--- src/rtl/bus_arbiter.sv ---
// bus_arbiter: two-master round-robin arbiter for the serial system bus.
// The owner keeps the bus for a whole transaction. A watchdog reclaims the
// bus from an owner that holds it for TIMEOUT cycles.
//
// Request/grant handshake: a master raises its request with a non-zero
// slave_sel and keeps the request high for the whole transaction. The grant
// (bus_grant / mX_grant) is the "ready" side. The transfer owns the bus for
// every cycle the grant is high. The grant drops one edge after the request
// falls, tx_done pulses, or the watchdog fires. At least one idle cycle
// always separates two owners.
module bus_arbiter #(
   parameter int TIMEOUT = 255,
   parameter int TMO_W   = 8
) (
   input  logic       clk,
   input  logic       rstn,
   input  logic       m1_request,
   input  logic       m2_request,
   input  logic [1:0] m1_slave_sel,
   input  logic [1:0] m2_slave_sel,
   input  logic       tx_done,
   output logic [1:0] bus_grant,
   output logic [1:0] slave_grant,
   output logic       m1_grant,
   output logic       m2_grant,
   output logic       timeout,
   output logic [1:0] state_dbg
);

   // State encoding doubles as the registered bus_grant value.
   typedef enum logic [1:0] {
      IDLE   = 2'b00,
      OWN_M1 = 2'b01,
      OWN_M2 = 2'b10
   } state_t;

   // Watchdog compare value. It is only meaningful when the watchdog is enabled.
   localparam bit              WDOG_EN    = (TIMEOUT != 0);
   localparam int              TMO_LAST_I = (TIMEOUT > 0) ? (TIMEOUT - 1) : 0;
   localparam logic [TMO_W-1:0] TMO_LAST  = TMO_LAST_I[TMO_W-1:0];

   localparam logic OWNER_M1 = 1'b0;
   localparam logic OWNER_M2 = 1'b1;

   state_t           state;
   state_t           state_nxt;
   logic             last_owner;
   logic             last_owner_nxt;
   logic [1:0]       slave_grant_nxt;
   logic [TMO_W-1:0] hold_cnt;
   logic [TMO_W-1:0] hold_cnt_nxt;
   logic             timeout_nxt;

   logic             m1_elig;
   logic             m2_elig;
   logic             owner_req;
   logic             wdog_hit;
   logic             release_bus;

   // A request with no target slave stays pending and is never granted.
   assign m1_elig = m1_request && (m1_slave_sel != 2'b00);
   assign m2_elig = m2_request && (m2_slave_sel != 2'b00);

   // Release conditions evaluated against the current owner.
   assign owner_req   = (state == OWN_M1) ? m1_request : m2_request;
   assign wdog_hit    = WDOG_EN && (hold_cnt == TMO_LAST);
   assign release_bus = !owner_req || tx_done || wdog_hit;

   // Next-state, arbitration and hold-counter logic.
   always_comb begin
      state_nxt       = state;
      last_owner_nxt  = last_owner;
      slave_grant_nxt = slave_grant;
      hold_cnt_nxt    = hold_cnt;
      timeout_nxt     = 1'b0;
      case (state)
         IDLE: begin
            // tx_done is ignored here. On a tie, the master that did not own the bus last wins.
            slave_grant_nxt = 2'b00;
            hold_cnt_nxt    = '0;
            if (m1_elig && (!m2_elig || (last_owner == OWNER_M2))) begin
               state_nxt       = OWN_M1;
               last_owner_nxt  = OWNER_M1;
               slave_grant_nxt = m1_slave_sel;
            end else if (m2_elig) begin
               state_nxt       = OWN_M2;
               last_owner_nxt  = OWNER_M2;
               slave_grant_nxt = m2_slave_sel;
            end
         end
         OWN_M1, OWN_M2: begin
            // Changes to slave_sel and to the other master's request are ignored while the bus is owned.
            if (release_bus) begin
               state_nxt       = IDLE;
               slave_grant_nxt = 2'b00;
               hold_cnt_nxt    = '0;
               timeout_nxt     = wdog_hit;
            end else if (hold_cnt != {TMO_W{1'b1}}) begin
               hold_cnt_nxt = hold_cnt + 1'b1;
            end
         end
         default: begin
            state_nxt       = IDLE;
            slave_grant_nxt = 2'b00;
            hold_cnt_nxt    = '0;
         end
      endcase
   end

   // State and output registers. Reset drops any grant at once and leaves M1 winning the next tie.
   always_ff @(posedge clk or negedge rstn) begin
      if (!rstn) begin
         state       <= IDLE;
         last_owner  <= OWNER_M2;
         slave_grant <= 2'b00;
         hold_cnt    <= '0;
         timeout     <= 1'b0;
      end else begin
         state       <= state_nxt;
         last_owner  <= last_owner_nxt;
         slave_grant <= slave_grant_nxt;
         hold_cnt    <= hold_cnt_nxt;
         timeout     <= timeout_nxt;
      end
   end

   assign bus_grant = state;
   assign m1_grant  = state[0];
   assign m2_grant  = state[1];
   assign state_dbg = state;

endmodule
--- config.mk ---
export PLATFORM = sky130hd
export DESIGN_NAME = bus_arbiter
export DESIGN_NICKNAME = d
export VERILOG_FILES = /design/src/rtl/bus_arbiter.sv
export SDC_FILE = /design/constraint.sdc
export NUM_CORES = 1
export LEC_CHECK = 0
export BUFFER_PORTS_ARGS = -buffer_cell sky130_fd_sc_hd__buf_2
export CORE_MARGIN = 5
export CORE_UTILIZATION = 52
export CTS_CLUSTER_DIAMETER = 30
export DETAILED_ROUTE_END_ITERATION = 6
export GPL_TIMING_DRIVEN = 1
export PLACE_DENSITY = 0.75
export SETUP_SLACK_MARGIN = 0.05
export SYNTH_ARGS = -nofsm -noshare
export SYNTH_HDL_FRONTEND = slang
export SYNTH_SLANG_ARGS = --single-unit
--- constraint.sdc ---
create_clock -name clk -period 2.3 [get_ports clk]
set_clock_uncertainty 0.2 [all_clocks]
set_input_delay 0.69 -clock clk [delete_from_list [all_inputs] [get_ports clk]]
set_output_delay 0.69 -clock clk [all_outputs]
set_load 0.005 [all_outputs]
Word-level counts from Yosys, hierarchy flattened
Cells that the tools add are included.

word-level totals
  register bits = 14
  input bits = 9
  output and inout bits = 9
  word-level logic and storage cells = 43

cells by class
  add/sub/neg operators = 1
  equality and inequality tests = 7
  mux-type cells = 15
  reduce and logical (&&, ||, !) cells = 15

operator list
  kind                 number
  $mux 8               3
  $mux 2               5
  $add 8x1->8 const B  1
  $eq 8x8->1 const B   1
  $ne 8x8->1 const B   1
  $pmux 2 s2           2
  $ne 3x3->1 const B   2
  $reduce_bool 2->1    3
  $mux 1               5
  $reduce_and 2->1     2
  $logic_and 1x1->1    3
  $logic_or 1x1->1     3
  $eq 2x1->1 const B   1
  $eq 2x2->1 const B   1
  $logic_not 1->1      2
  $logic_not 2->1      1
  $ne 2x2->1 const B   1
  $reduce_or 2->1      1

Depth between registers and ports, before layout
  depth after elaboration = 7
  mapped depth = 7
  depth with buffers taken out = 6

Least setup slack after synthesis
Ideal clock, no wire load.

  path type = flip-flop to flip-flop
  from = register state[1], in the netlist bus_grant[1]
  to = register state[1], in the netlist bus_grant[1]
  library setup time = 0.143 ns
  data arrival time = 1.369 ns
  data required time = 1.957 ns
  slack = 0.588 ns
  stages on the path, launching flop included = 7
  buffers on the path = 0
  clock period less this slack = 1.712 ns
  cell sequence = dfrtp_1 -> inv_1 -> ha_1 -> mux2_2 -> o2111ai_4 -> a21boi_1 -> o22ai_1

between the ends
  cells in the longest elaborated chain, start to end = 7
  elaborated cells on any way between the ends = 12
  those cells by class = eq/ne: 4; mux: 2; reduce/logical: 6

RTL lines
  element                            RTL line  source
  start: declaration                 45        state_t state;
  start signal: assignment           119       state <= state_nxt;
  $eq 2x1->1                         65, 76
  $mux 1                             65        assign owner_req = (state == OWN_M1) ? m1_request : m2_request;
  $logic_not 1->1                    67        assign release_bus = !owner_req || tx_done || wdog_hit;
  $logic_or 1x1->1 (2 in series)     67
  $ne 2x2->1 (no source line)        n/a
  $reduce_and 2->1 (no source line)  n/a

Parallel ways exist; a longest one is shown, timed or not.
A chain may end at the register's enable or synchronous reset.

Worst setup path after layout
Ends and elaborated chain as after synthesis.

==> flow_summary.rst <==
.. list-table::
   :header-rows: 1

   * - Metric
     - Value
   * - Switching power share of the total
     - 0.3588
   * - Worst-path cell chain
     - inv_1 -> ha_1 -> mux2_2 -> o2111ai_4 -> a21boi_1 -> o22ai_1
   * - Largest stage delay, worst path
     - 0.40 ns
   * - Clock period minus final worst setup slack
     - 1.910 ns
   * - Switching pwr
     - 0.0002914 W
   * - First-pass detailed-route iteration total
     - 5
   * - Vertical extent of the die
     - 49.97 um
   * - Transition time at the pin with the least slew margin
     - 0.4453 ns
   * - Total CTS buffers
     - 3
   * - Pin count of the biggest net entering global routing
     - 17
   * - Clock network power share
     - 0.231
   * - Area fraction of the dominant cell type after synthesis
     - 0.3916
   * - Crit-path leading delay family
     - compound AO/OA/AOI/OAI gates
   * - Mapped Cells
     - 86
   * - Buffering stage count on the worst path with inverters included
     - 1
   * - Pleak
     - 0.4468 nW
   * - Sink count of the clock tree
     - 14
   * - Boundary pin count
     - 18
   * - Post-cts resize count
     - 0
   * - Vias after detailed routing
     - 679
   * - Peak supply drop
     - 0.5537 mV
   * - Post-Synthesis Net Count
     - 99
   * - Synth Cell Area
     - 830.8 um^2
   * - Worst relative slew slack
     - 0.7030
   * - CTS root buf
     - sky130_fd_sc_hd__clkbuf_4
   * - Leading cell types in the layout, fill and taps excluded
     - sky130_fd_sc_hd__buf_2 (17), sky130_fd_sc_hd__dfrtp_1 (13), sky130_fd_sc_hd__nor2_1 (9)
   * - Final HPWL DP
     - 1185 um
   * - CTS tree
     - yes
   * - Placeable Area
     - 0.001506 mm^2
   * - Cell at the slowest stage of the critical path
     - sky130_fd_sc_hd__dfrtp_1
   * - Wire length of the first global-routing pass
     - 2725 um
   * - Filler Cell Count
     - 134
   * - Critical path fanouts, max
     - 16
   * - Max-capacitance violation count
     - 0
   * - Hold buffers post-CTS
     - 0
   * - Setup violations, final
     - 0
   * - Antenna viol nets, final
     - 0
   * - Number of antenna violations at the first check in global routing
     - 0
   * - Total number of placement rows
     - 14
   * - Post-route setup slack
     - 0.3903 ns
   * - FFs w/ async S/R, synth
     - 1.000
   * - Post-route fraction of the period consumed by the critical path
     - 0.8303
   * - Final #Nets
     - 115
   * - Initial core utilization
     - 0.5515
   * - Pre-CTS setup slack
     - 0.3219 ns
   * - Power Density
     - 877.2 mW/mm^2
   * - Clk pin slew, worst setup/hold paths
     - 0.09 ns
   * - Buffer levels on the longest clock path
     - 2
   * - Data arrival time of the critical path
     - 1.87 ns
   * - Relative contribution of combinational cells to total power
     - 0.353
   * - Class of the most critical setup path
     - flip-flop to flip-flop
   * - Mean post-synth cell area
     - 9.660 um^2
   * - Most area-consuming cells after synthesis
     - sky130_fd_sc_hd__dfrtp_1 (39%), sky130_fd_sc_hd__ha_1 (6.0%), sky130_fd_sc_hd__a31oi_1 (5.3%), sky130_fd_sc_hd__nor2_1 (4.1%), sky130_fd_sc_hd__buf_4 (3.6%)
   * - Worst setup path startpoint
     - bus_grant[1]
   * - Via count of the first global-routing pass
     - 646
   * - Buffers added on ports
     - 17
   * - Placer Congestion
     - 0.7769
   * - 1st-iter DRT viols
     - 19
   * - Post-Route WL
     - 1597 um
   * - Yosys reg bits
     - 14
   * - Startpoint class of the critical path
     - flip-flop
   * - Max Freq
     - 523.7 MHz
   * - Main synth FF type
     - sky130_fd_sc_hd__dfrtp_1
   * - Number of levels in the clock H-tree
     - 1
   * - Total negative slack
     - 0 ns
   * - Average via count per standard cell
     - 5.803
   * - Relative contribution of sequential cells to total power
     - 0.417
   * - Latest clock arrival within the worst-skew pair
     - 0.29 ns
   * - Post-synth EDFFs
     - 0
   * - Antenna cells
     - 0
   * - Number of buffers added for setup after CTS
     - 0
   * - Data required, critical path
     - 2.26 ns
   * - Hold crit path type
     - input pin to async pin
   * - Sequential cell area fraction in the yosys report
     - 0.4232
   * - Yosys Warn Count
     - 0
   * - Wirelength per Cell
     - 13.65 um
   * - Die boundary width
     - 49.97 um
   * - Internal power summed over all cells
     - 0.0005208 W
   * - Distinct cells, synth
     - 33
   * - Cell taking the most area after synthesis
     - sky130_fd_sc_hd__dfrtp_1
   * - DRC violation count after routing
     - 0
   * - Number of max-slew violations in the final report
     - 0
   * - Status
     - completed
   * - Area grow syn2layout
     - 11.45%
   * - Sum of overflow across all layers after global routing
     - 0
   * - Final-report hold violation count
     - 0
   * - Die area
     - 0.002497 mm^2
   * - Register-to-register setup slack
     - 0.39 ns
   * - Type of destination of the critical path
     - flip-flop
   * - Total routing usage reported by global routing
     - 0.1444
   * - Unrepaired setup endpoints after global routing
     - no
   * - Most common cell after layout, fill and taps aside
     - sky130_fd_sc_hd__buf_2
   * - Share of layout cells above drive strength 1
     - 0.2673
   * - Worst flop-to-flop path startpoint
     - bus_grant[1]
-- cells by family after synthesis --
kind of cell | Yosys count | share of synthesized area
compound gates | 23 | 0.2093
xor+xnor | 2 | 0.02109
fa+ha+maj | 4 | 0.06024
buf+inv | 13 | 0.08735
flops | 14 | 0.4232
mux | 1 | 0.01355
simple gates | 29 | 0.1852
-- power by group through the flow --
stage	logic, W	registers (W)	clock network [W]
2_1_floorplan	0.000229	0.000341	0
3_3_place_gp	0.000278	0.000339	0
3_5_place_dp	0.000288	0.000343	0
4_1_cts	0.000290	0.000339	0.000187
5_1_grt	0.000324	0.000350	0.000204
6_report	0.000286	0.000338	0.000187
-- path summary, 6_finish.rpt --
| check | end | cells past startpoint |
|---|---|---|
| max in group asynchronous | last_owner | 1 |
| max reg2reg | bus_grant[1] | 6 |
| min in group clk | last_owner | 2 |
| min reg2reg | last_owner | 2 |
| max | bus_grant[1] | 6 |
| min | hold_cnt[4] | 1 |
-- final cells by class --
| type | count | area [um^2] | share of cell area |
|---|---|---|---|
| Inverter | 7 | 26.28 | 0.02838 |
| Sequential cell | 14 | 351.6 | 0.3797 |
| Multi-Input combinational cell | 59 | 406.6 | 0.4392 |
| Tap cell | 16 | 20.02 | 0.02162 |
| Timing Repair Buffer | 17 | 85.08 | 0.09189 |
| Clock buffer | 4 | 36.28 | 0.03919 |
-- registers in the layout (all words and copies together) (netlist names) --
signal       count
bus_grant        2
hold_cnt         8
last_owner       1
slave_grant      2
timeout          1
-- synthesized netlist by cell type, drive strengths merged (2+ instances only) --
library cell	number
nor2	9
nand3	5
ha	4
and3	2
nand4	3
o211ai	2
nand2	5
a31oi	7
o21ai	3
dfrtp	13
o2111ai	3
inv	7
nor3	2
buf	5
a211oi	2
-- metal layers --
| layer | GRT usage | share of wire | routed length, um |
|---|---|---|---|
| met5 | 0 | 0 | 0 |
| met3 | 0.03916 | 0.055 | 88 |
| met1 | 0.1654 | 0.45 | 718 |
| met4 | 0.09170 | 0.029 | 46 |
| met2 | 0.2331 | 0.47 | 744 |
-- through the flow --
step           hold WS (ns)  utilization  cells   power, W  cell area (um^2)
2_1_floorplan        0.1944            -     86  0.0005699             830.8
3_3_place_gp         0.2952       0.5905    113  0.0006174             889.6
3_5_place_dp         0.3090       0.5905    113  0.0006311             889.6
4_1_cts             0.08219       0.6146    117  0.0008168             925.9
5_1_grt             0.07925       0.6146    117  0.0008780             925.9
6_report            0.06672       0.6146    117  0.0008122             925.9
(Power assumes the default switching activity.)
